$ cat config.mk
export PLATFORM = sky130hd
export DESIGN_NAME = ifetch_unit
export DESIGN_NICKNAME = d
export VERILOG_FILES = /design/src/rtl/ifetch_unit.sv
export SDC_FILE = /design/constraint.sdc
export NUM_CORES = 1
export LEC_CHECK = 0
export CORE_MARGIN = 3
export CORE_UTILIZATION = 30
export DETAILED_ROUTE_END_ITERATION = 8
export PLACE_DENSITY_LB_ADDON = 0.15
export SLEW_MARGIN = 20
export SYNTH_ARGS = -nofsm -noshare
export SYNTH_HDL_FRONTEND = slang
export SYNTH_SLANG_ARGS = --single-unit
$ cat constraint.sdc
create_clock -name clk -period 2.5 [get_ports clk]
set_input_delay 0.625 -clock clk [delete_from_list [all_inputs] [get_ports clk]]
set_output_delay 0.625 -clock clk [all_outputs]
set_load 0.02 [all_outputs]
$ cat src/rtl/ifetch_unit.sv
// Instruction fetch stage: PC, imem req/ack handshake, one-entry skid, redirects.
// Optional IFETCH_PERF_EN adds perf_fetch/perf_stall/perf_flush counters.
module ifetch_unit #(
    parameter logic [31:0] RESET_PC = 32'h0000_0000,
    parameter logic [31:0] PC_STEP  = 32'd1
) (
    input  logic        clk,
    input  logic        rst,
    input  logic        stall,
    input  logic        br_taken,
    input  logic [31:0] br_target,
    output logic        imem_req,
    output logic [31:0] imem_addr,
    input  logic        imem_ack,
    input  logic [31:0] imem_rdata,
`ifdef IFETCH_PERF_EN
    output logic [31:0] perf_fetch,
    output logic [31:0] perf_stall,
    output logic [31:0] perf_flush,
`endif
    output logic [31:0] pco,
    output logic [31:0] inst,
    output logic        inst_valid
);

    typedef enum logic [1:0] {START, FETCH, HOLD, FLUSH} state_t;

    state_t      state;
    logic [31:0] pc;
    logic [31:0] skid_pc;
    logic [31:0] skid_inst;
    logic        skid_valid;
    logic        slot_free;
    logic [31:0] pc_next;

    assign slot_free = !inst_valid || !stall;
    assign pc_next   = pc + PC_STEP;

    always_ff @(posedge clk) begin
        if (rst) begin
            state      <= START;
            pc         <= RESET_PC;
            imem_addr  <= RESET_PC;
            imem_req   <= 1'b0;
            pco        <= '0;
            inst       <= '0;
            inst_valid <= 1'b0;
            skid_pc    <= '0;
            skid_inst  <= '0;
            skid_valid <= 1'b0;
        end else begin
            unique case (state)
                START: begin
                    imem_req <= 1'b1;
                    state    <= FETCH;
                    if (br_taken) begin
                        pc         <= br_target;
                        imem_addr  <= br_target;
                        inst_valid <= 1'b0;
                        skid_valid <= 1'b0;
                    end else begin
                        imem_addr <= pc;
                    end
                end
                FETCH: begin
                    if (br_taken) begin
                        pc         <= br_target;
                        inst_valid <= 1'b0;
                        skid_valid <= 1'b0;
                        if (imem_ack) imem_addr <= br_target;
                        else          state     <= FLUSH;
                    end else if (imem_ack) begin
                        pc <= pc_next;
                        if (slot_free) begin
                            pco        <= imem_addr;
                            inst       <= imem_rdata;
                            inst_valid <= 1'b1;
                            imem_addr  <= pc_next;
                        end else begin
                            skid_pc    <= imem_addr;
                            skid_inst  <= imem_rdata;
                            skid_valid <= 1'b1;
                            imem_req   <= 1'b0;
                            state      <= HOLD;
                        end
                    end else if (slot_free && inst_valid) begin
                        inst_valid <= 1'b0;
                    end
                end
                HOLD: begin
                    if (br_taken) begin
                        pc         <= br_target;
                        imem_addr  <= br_target;
                        inst_valid <= 1'b0;
                        skid_valid <= 1'b0;
                        imem_req   <= 1'b1;
                        state      <= FETCH;
                    end else if (!stall) begin
                        pco        <= skid_pc;
                        inst       <= skid_inst;
                        inst_valid <= 1'b1;
                        skid_valid <= 1'b0;
                        imem_req   <= 1'b1;
                        imem_addr  <= pc;
                        state      <= FETCH;
                    end
                end
                FLUSH: begin
                    // Squashed request must still complete before reissuing
                    if (br_taken) begin
                        pc         <= br_target;
                        inst_valid <= 1'b0;
                        skid_valid <= 1'b0;
                    end
                    if (imem_ack) begin
                        imem_addr <= br_taken ? br_target : pc;
                        state     <= FETCH;
                    end
                end
                default: state <= START;
            endcase
        end
    end

`ifdef IFETCH_PERF_EN
    always_ff @(posedge clk) begin
        if (rst) begin
            perf_fetch <= '0;
            perf_stall <= '0;
            perf_flush <= '0;
        end else begin
            if (state == FETCH && imem_ack && !br_taken)
                perf_fetch <= perf_fetch + 32'd1;
            if (state == HOLD)
                perf_stall <= perf_stall + 32'd1;
            if (br_taken)
                perf_flush <= perf_flush + 32'd1;
        end
    end
`endif

endmodule
==> results of run 1 <==
[logic make-up (layout without fill, tap and decap cells)]
| kind of cell | after synthesis | count (layout) | share of synthesized area (%) |
|---|---|---|---|
| mux | 72 | 72 | 8.09 |
| flops | 196 | 196 | 44.0 |
| buf+inv | 109 | 273 | 4.93 |
| xor+xnor | 24 | 24 | 2.35 |
| fa+ha+maj | 5 | 5 | 0.701 |
| compound gates | 260 | 260 | 19.2 |
| simple gates | 406 | 406 | 20.7 |
[synthesized netlist by cell type (3+ instances only)]
| cell | count |
|---|---|
| nand2_1 | 200 |
| dfxtp_1 | 196 |
| a21oi_1 | 99 |
| nor2_1 | 88 |
| clkbuf_1 | 71 |
| mux2i_1 | 71 |
| a211oi_1 | 67 |
| nand3_1 | 21 |
| nand4_1 | 16 |
| nor3_1 | 16 |
| o21ai_0 | 16 |
| xnor2_1 | 16 |
| o21a_1 | 15 |
| inv_1 | 14 |
| nor4_1 | 13 |
| and3_1 | 10 |
| buf_1 | 10 |
| buf_2 | 10 |
| a31o_2 | 9 |
| nand2b_1 | 9 |
| o211ai_1 | 9 |
| xor2_1 | 8 |
| a21boi_0 | 6 |
| a31oi_1 | 6 |
| ha_1 | 5 |
| nor2b_1 | 5 |
| or4_1 | 5 |
| and4_1 | 4 |
| o32ai_1 | 4 |
| or3_1 | 4 |
| and2_1 | 3 |
| nor4_2 | 3 |
| o31a_1 | 3 |
| o31ai_1 | 3 |
[registers in the layout (all words and copies together) (netlist names)]
register,count
state,2
pc,32
skid_pc,32
inst,32
inst_valid,1
imem_req,1
pco,32
skid_inst,32
imem_addr,32
[metal layers]
layer	global-route usage [%]	wire length [µm]	up-vias
met4	3.83	258	0
met5	0	0	-
li1	-	-	4090
met3	2.55	908	18
met2	26.2	12100	142
met1	24.0	13400	3754
[area by class of cell]
type / count / share of cell area (%)
Clock buffer: 17 / 3.60
Multi-Input combinational cell: 767 / 38.9
Inverter: 15 / 0.476
Sequential cell: 196 / 33.2
Tap cell: 384 / 4.06
Timing Repair Buffer: 226 / 18.6
Clock inverter: 15 / 1.19
[what timing repair did]
item,4_1_cts,5_1_grt
buffers inserted,0,0
hold buffers,0,0
endpoints found under the setup margin,0,1
gates resized for setup,0,1
[worst max-delay path by stage]
stage,startpoint,endpoint,slack [ns],cells past startpoint
after floorplan,state[1],pc[27],0.24,8
after global placement,imem_ack,imem_addr[19],0.03,6
after detailed placement,imem_ack,imem_addr[25],-0.004,6
after CTS,state[1],pc[27],0.13,7
after global routing,state[1],imem_addr[22],0.008,9
final,state[1],imem_addr[20],0.13,9
[stage by stage]
| stage | total power [W] | setup WS (ns) | setup TNS (ns) |
|---|---|---|---|
| 6_report | 0.00782 | 0.127 | 0 |
| 5_1_grt | 0.00819 | 0.00773 | 0 |
| 4_1_cts | 0.00794 | 0.133 | 0 |
| 3_5_place_dp | 0.00522 | -0.00399 | -0.00495 |
| 3_3_place_gp | 0.00521 | 0.0268 | 0 |
| 2_1_floorplan | 0.00443 | 0.244 | 0 |
[where the power goes]
| group | internal, W | switching [W] |
|---|---|---|
| sequential | 0.00332 | 0.000196 |
| clock | 0.00132 | 0.00137 |
| combinational | 0.000754 | 0.000854 |
| total | 0.00540 | 0.00242 |
[worst max-delay path, delay by kind of cell (launching register included)]
family / cells / cell delay [ns]
buffers and inverters: 3 / 0.43
adder cells (fa/ha/maj): 1 / 0.26
flip-flops: 1 / 0.31
AO/OA/AOI/OAI: 3 / 0.84
AND/OR/NAND/NOR: 2 / 0.38
==> summary.txt, run 1 <==
Cells and area
  – Synthesis-to-layout area growth: 32.4%
  – Commonest non-fill, non-tap cells in the layout: nand2_1, dfxtp_1, clkdlybuf4s50_1
  – Non-filler cells in the finished layout: 1,620
  – Area occupied by multi-input gates: 0.00460 mm²
  – FF+latch area: 0.00392 mm²
  – Final core utilization: 40.7%
  – Fillers: 3,005
  – Finished Cell Area: 0.0118 mm²
  – Most common cell after layout, fill and taps aside: nand2_1
  – Final Net Count: 1,297
  – Antenna diode count: 0
  – Proportion of layout cells with a drive suffix above 1: 9.87%

Job
  – Number of max-cap violations: 0

Global routing
  – Gr ovfl total: 0
  – Largest net degree at the start of global routing: 101
  – First-pass GRT wire length: 42.1 mm
  – Initial antenna violation count: 0
  – Vias in the first global route: 7,451
  – Gr usage total: 16.7%

Min path
  – Worst Hold Depth: 2
  – Hold Startpoint: skid_pc[11]
  – Worst min-delay path class: reg -> reg
  – Worst Hold Path EP: skid_pc[11]

STA
  – Fin crit period: 2.37 ns
  – Worst Tran Pin Value: 0.738 ns
  – Final setup vio count: 0
  – Slew headroom: 50.8%
  – RSZ-0062 raised after global routing: false
  – Final hold viol count: 0
  – Clock Skew: 0.0212 ns
  – Achievable frequency: 0.421 GHz
  – Worst hold slack: 0.454 ns
  – Final cycle utilization of the critical path: 94.9%
  – Final Max Slew Viols: 0

Die
  – Core area: 0.0290 mm²
  – Cell Rows: 62
  – Starting Density: 30.8%
  – Die Ht: 179 µm
  – Ports: 167
  – Total die area: 0.0319 mm²
  – Die W: 179 µm

Setup path
  – CP cell instances: inv_1 -> ha_1 -> nand2_1 -> buf_4 -> nor4_1 -> buf_4 -> a31oi_1 -> o311ai_0 -> o21ai_0
  – Worst reg2reg path depth: 9
  – Slowest Stage Delay on Critical Path: 0.57 ns
  – Worst endpoint data arrival time: 2.64 ns
  – R2R setup slack: 0.13 ns
  – Reg2reg start: state[1]
  – CP required: 2.77 ns
  – Worst Setup Start Kind: flop
  – Crit Path Max Fanout: 7
  – Worst r2r dst: imem_addr[20]
  – CP Class: reg -> reg
  – Nature of the critical path endpoint: flop
  – Worst path slowest cell: o311ai_0
  – Most common cell on crit path: buf_4

Clocking
  – Clock slew at reported path FFs: 0.07 ns
  – Root buffer cell: clkbuf_16
  – Max Buffers Root-to-Sink: 2
  – Clock sinks: 196
  – CTS Buf Count: 17
  – H-tree depth: 4
  – CTS tree: built
  – Clk Latency, worst-skew pair: 0.44 ns

Power and ir drop
  – Static leakage: 3.92 nW
  – Max IR drop VDD: 0.428 mV
  – Pwr Density: 661 mW/mm²

Synth
  – Synthesized area: 0.00893 mm²
  – Post-synthesis cell count: 1,072
  – Main flop type after synthesis: dfxtp_1
  – Syn. warnings: 0
  – Post-synth ARST share: 0%
  – FF+latch count, synth: 196
  – Area share of the largest cell type after synthesis: 44.0%
  – Number of synthesized flops with an enable pin: 0
  – Synth area leaders: dfxtp_1, nand2_1, mux2i_1
  – Mapped Nets: 1,146
  – Post-synth top area cell: dfxtp_1
  – Post-Syn Area per Cell: 8.33 µm²
  – Synth cell types: 64
  – Seq/Total Area, Yosys: 44.0%

Placement
  – Port Buf Inserts: 166
  – HPWL reported at the end of detailed placement: 18.4 mm
  – Placer Congestion: 0.787
  – Total instance count after detailed placement: 1,588
  – Placed cell area: 0.0112 mm²

Drt
  – DRC Markers: 0
  – Vias/cell: 4.94
  – Vias after detailed routing: 8,004
  – Initial drt markers: 503
  – Avg WL per Cell: 16.5 µm
  – Final wirelength: 26.7 mm
  – Post-DRT Antenna Nets: 0
  – Detailed Routing Iterations Pass 1: 4

Outcome
  – Status: finished, final reports clean
Power figures use the tool's default switching activity.
==> run 2, diff against run 1 <==
CORE_UTILIZATION = 50   (was 30)
==> run 2 against run 1 <==
Compared with the run above: sequential share of layout area rose by 0.78 points; die area fell by 39%; power fell by 0.16%; register-to-register slack improved by 0.05 ns; global-route usage rose by 7.0 points; cell count fell by 11%; clock power rose by 2%; core utilization rose by 26 points; highest routed layer unchanged.
==> summary.txt, run 2 (synthesis gave the netlist of run 1 again) <==
Outcome
  – Status: finished, final reports clean

Setup path
  – Crit Path Max Fanout: 6
  – Worst endpoint data arrival time: 2.66 ns
  – Crit path from: pc[4]
  – Worst Setup Start Kind: flop
  – Nature of the critical path endpoint: flop
  – CP required: 2.84 ns
  – CP Capture Point: pc[27]
  – R2R setup slack: 0.18 ns
  – Worst r2r dst: pc[27]
  – Reg2reg start: pc[4]
  – Worst reg2reg path depth: 5
  – CP Class: reg -> reg

Die
  – Die W: 140 µm
  – Ports: 167
  – Starting Density: 51.3%
  – Die Ht: 140 µm
  – Core area: 0.0174 mm²
  – Cell Rows: 48
  – Total die area: 0.0195 mm²

STA
  – Slew headroom: 35.7%
  – Final Max Slew Viols: 0
  – Worst Tran Pin Value: 0.965 ns
  – Final hold viol count: 0
  – Achievable frequency: 0.431 GHz
  – Setup TNS: 0 ns
  – RSZ-0062 raised after global routing: false
  – Final cycle utilization of the critical path: 92.9%
  – Fin crit period: 2.32 ns
  – Worst Slack Setup Final: 0.179 ns
  – Final setup vio count: 0
  – Clock Skew: 0.0112 ns

Global routing
  – Largest net degree at the start of global routing: 94
  – Gr ovfl total: 0
  – First-pass GRT wire length: 38.3 mm
  – Initial antenna violation count: 0
  – Vias in the first global route: 7,431
  – Gr usage total: 23.7%

Placement
  – Pre-CTS WS: 0.0825 ns
  – HPWL reported at the end of detailed placement: 15.9 mm
  – Port Buf Inserts: 166
  – Placer Congestion: 0.877

Clocking
  – Clock slew at reported path FFs: 0.08 ns
  – Root buffer cell: clkbuf_16
  – Postcts setup bufs: 0
  – Clk Latency, worst-skew pair: 0.43 ns
  – Resized Gates After CTS: 0
  – Hold_buf cts: 0
  – CTS tree: built
  – Max Buffers Root-to-Sink: 2
  – Clock sinks: 196
  – CTS Buf Count: 17
  – H-tree depth: 4

Cells and area
  – Final Net Count: 1,284
  – Most common cell after layout, fill and taps aside: nand2_1
  – Proportion of layout cells with a drive suffix above 1: 8.91%
  – Final core utilization: 66.3%
  – Antenna diode count: 0
  – Commonest non-fill, non-tap cells in the layout: nand2_1, dfxtp_1, clkdlybuf4s50_1
  – Synthesis-to-layout area growth: 29.4%

Job
  – Number of max-cap violations: 0

Drt
  – Initial drt markers: 527
  – Detailed Routing Iterations Pass 1: 5
  – Vias after detailed routing: 8,052
  – Final wirelength: 23.7 mm
  – Vias/cell: 5.56
  – DRC Markers: 0
  – Post-DRT Antenna Nets: 0
  – Avg WL per Cell: 16.4 µm

Power and ir drop
  – Power Total: 0.00781 W
  – Max IR drop VDD: 0.532 mV
  – Static leakage: 3.84 nW
  – Pwr Density: 676 mW/mm²

Min path
  – Worst Hold Depth: 2
  – Worst min-delay path class: reg -> reg
## run 2: cell count changes in the layout (fill, tap and decap cells not counted)
cell       before  now
buf_4          53   40
inv_8           5    1
inv_6           2    5
clkbuf_8        0    2
buf_12          7    8
buf_6           1    0
bufinv_16       0    1
clkinv_2        2    1
clkinv_4        2    1
nor4b_2         0    1
nor4b_4         1    0
## run 2: final cells by class
class,count,area (µm²)
clock inverter,13,138
clock buffer,19,453
multi-input combinational,767,4590
tap,225,282
inverter,15,56.3
sequential,196,3920
timing repair buffer,213,2110
fill,1500,5870
## run 2: stage by stage
step                      cells  instance area (µm²)  hold WS, ns
final                      1448                11600        0.455
after global routing       1448                11600        0.469
after CTS                  1447                11500        0.457
after detailed placement   1415                11000        0.446
after global placement     1415                11000        0.441
after floorplan            1072                 8930        0.436
## run 2: critical path, cell delays in order (launching register included)
cell and delay, ns:
dfxtp_1 0.39, nand4_1 0.22, or4_4 0.64, nor4b_2 0.37
mux2_2 0.38, a211oi_1 0.22
## run 2: worst min-delay path by stage
| stage | end | slack, ns | startpoint |
|---|---|---|---|
| floorplan | skid_inst[0] | 0.44 | skid_inst[0] |
| global placement | skid_inst[9] | 0.44 | skid_inst[9] |
| detailed placement | skid_pc[13] | 0.45 | skid_pc[13] |
| CTS | skid_inst[23] | 0.46 | skid_inst[23] |
| global route | skid_inst[23] | 0.47 | skid_inst[23] |
| finish | skid_inst[2] | 0.46 | skid_inst[2] |
## run 2: layer usage
layer	wire [µm]	GRT usage (%)	vias to the layer above
met5	0	0	-
met4	412	7.14	0
met3	1450	4.64	28
met2	10900	37.9	233
met1	11000	32.6	3731
li1	-	-	4060
## run 2: report_power, final
group | switching (W) | internal, W | leakage (nW)
clock network | 0.00128 | 0.00146 | 0.282
registers | 0.000189 | 0.00332 | 1.60
logic | 0.000829 | 0.000726 | 1.96
==> run 3, diff against run 2 <==
CAP_MARGIN = 5   (was unset)
CORE_ASPECT_RATIO = 1.1   (was unset)
==> run 3 against run 2 <==
Compared with the run above: critical path depth unchanged; clock skew is 0.0017 ns lower; die area is essentially flat; setup slack lost 0.050 ns; first-iteration DRC count fell by 23%; sequential share of layout area up 0.052 points; clock power decreased by 5%; design area down 0.15%; largest power group unchanged.
==> summary.txt, run 3 (synthesis gave the netlist of run 1 again) <==
Setup path
  – Slowest Stage Delay on Critical Path: 0.66 ns
  – Crit path from: pc[3]
  – CP Class: reg -> reg
  – Reg2reg start: pc[3]
  – Crit Path Max Fanout: 9
  – Nature of the critical path endpoint: flop
  – Worst endpoint data arrival time: 2.72 ns
  – Worst Setup Start Kind: flop
  – Worst path slowest cell: or4_4
  – CP required: 2.84 ns
  – Crit path max-delay family: simple AND/OR/NAND/NOR gates
  – CP Buf/Inv Count: 0
  – CP cell instances: nand4_1 -> or4_4 -> nor4b_2 -> mux2_2 -> a211oi_1

Clocking
  – CTS Buf Count: 17
  – H-tree depth: 4
  – Clock sinks: 196
  – Clock slew at reported path FFs: 0.07 ns
  – Postcts setup bufs: 0
  – CTS tree: built
  – Max Buffers Root-to-Sink: 2
  – Clk Latency, worst-skew pair: 0.43 ns
  – Root buffer cell: clkbuf_16

Drt
  – Avg WL per Cell: 16.1 µm
  – Post-DRT Antenna Nets: 0
  – Initial drt markers: 405
  – Final wirelength: 23.6 mm
  – DRC Markers: 0
  – Detailed Routing Iterations Pass 1: 5
  – Vias/cell: 5.48
  – Vias after detailed routing: 7,994

Global routing
  – Gr usage total: 23.8%
  – First-pass GRT wire length: 38.2 mm
  – Gr ovfl total: 0
  – Largest net degree at the start of global routing: 130
  – Initial antenna violation count: 0
  – Vias in the first global route: 7,445

Power and ir drop
  – Sw power: 0.00224 W
  – Pwr Density: 664 mW/mm²
  – Gate power share: 20.3%
  – Static leakage: 3.84 nW
  – Switch share: 29.2%
  – Clk pwr share: 33.8%
  – Internal power: 0.00542 W
  – Seq pwr share: 45.8%
  – Power Total: 0.00766 W
  – Max IR drop VDD: 0.462 mV

STA
  – Final hold viol count: 0
  – Fin crit period: 2.37 ns
  – Final setup vio count: 0
  – Achievable frequency: 0.422 GHz
  – Clock Skew: 0.00945 ns
  – Worst hold slack: 0.454 ns
  – Worst Tran Pin Value: 0.665 ns
  – Final Max Slew Viols: 0
  – Final cycle utilization of the critical path: 94.8%
  – Worst Slack Setup Final: 0.129 ns
  – Setup TNS: 0 ns
  – Slew headroom: 55.6%
  – RSZ-0062 raised after global routing: false

Die
  – Cell Rows: 50
  – Die Ht: 146 µm
  – Total die area: 0.0195 mm²
  – Die W: 133 µm
  – Core area: 0.0173 mm²
  – Starting Density: 51.7%
  – Ports: 167

Placement
  – Pre-CTS WS: 0.0762 ns
  – Total instance count after detailed placement: 1,427
  – HPWL reported at the end of detailed placement: 15.9 mm
  – Port Buf Inserts: 166
  – Placer Congestion: 0.887

Cells and area
  – Antenna diode count: 0
  – Non-filler cells in the finished layout: 1,459
  – Proportion of layout cells with a drive suffix above 1: 9.14%
  – Most common cell after layout, fill and taps aside: nand2_1
  – Commonest non-fill, non-tap cells in the layout: nand2_1, dfxtp_1, clkdlybuf4s50_1
  – Synthesis-to-layout area growth: 29.2%
  – Fillers: 1,492
  – Final Net Count: 1,286

Outcome
  – Status: finished, final reports clean

Min path
  – Worst min-delay path class: reg -> reg
  – Hold Startpoint: skid_pc[13]

Job
  – Number of max-cap violations: 0
[run 3: worst paths after layout]
kind                      end  slack (ns)  cells past startpoint
hold / removal    skid_pc[13]        0.45                      2
setup reg to reg       pc[27]        0.13                      5
setup / recovery       pc[27]        0.13                      5
hold reg to reg   skid_pc[13]        0.45                      2
[run 3: per-layer routing]
metal	part of all wire (%)	global-route usage, %
met4	1.1	7.25
met3	5.3	3.65
met5	0	0
met2	47	38.6
met1	47	32.8
[run 3: area by class of cell]
type | count | area (µm²) | area share (%)
multi-input cells | 767 | 4600 | 39.8
clock inverters | 12 | 101 | 0.879
repair buffers | 215 | 2100 | 18.2
clock buffers | 20 | 467 | 4.05
well taps | 234 | 293 | 2.54
inverters | 15 | 56.3 | 0.488
flip-flops and latches | 196 | 3920 | 34.0
[run 3: timing repair]
item / in CTS / in global routing
gates resized for setup: 0 / 1
setup endpoints to repair: 0 / 1
hold buffers: 0 / 0
[run 3: power groups by stage]
stage          Clock [W]  Sequential, W  Combinational (W)
2_1_floorplan          0        0.00371           0.000719
3_3_place_gp           0        0.00357            0.00154
3_5_place_dp           0        0.00358            0.00156
4_1_cts          0.00264        0.00351            0.00156
5_1_grt          0.00279        0.00354            0.00168
6_report         0.00259        0.00351            0.00156
[run 3: per-stage QoR]
step                instance area (µm²)  util (%)
floorplan                          8930         -
global placement                  11000      63.5
detailed placement                11000      63.5
CTS                               11500      66.8
global route                      11500      66.8
finish                            11500      66.8
[run 3: worst min-delay path, stage by stage (launching register included)]
cell	delay, ns
dfxtp_1	0.31
nand2_1	0.05
a21oi_1	0.05
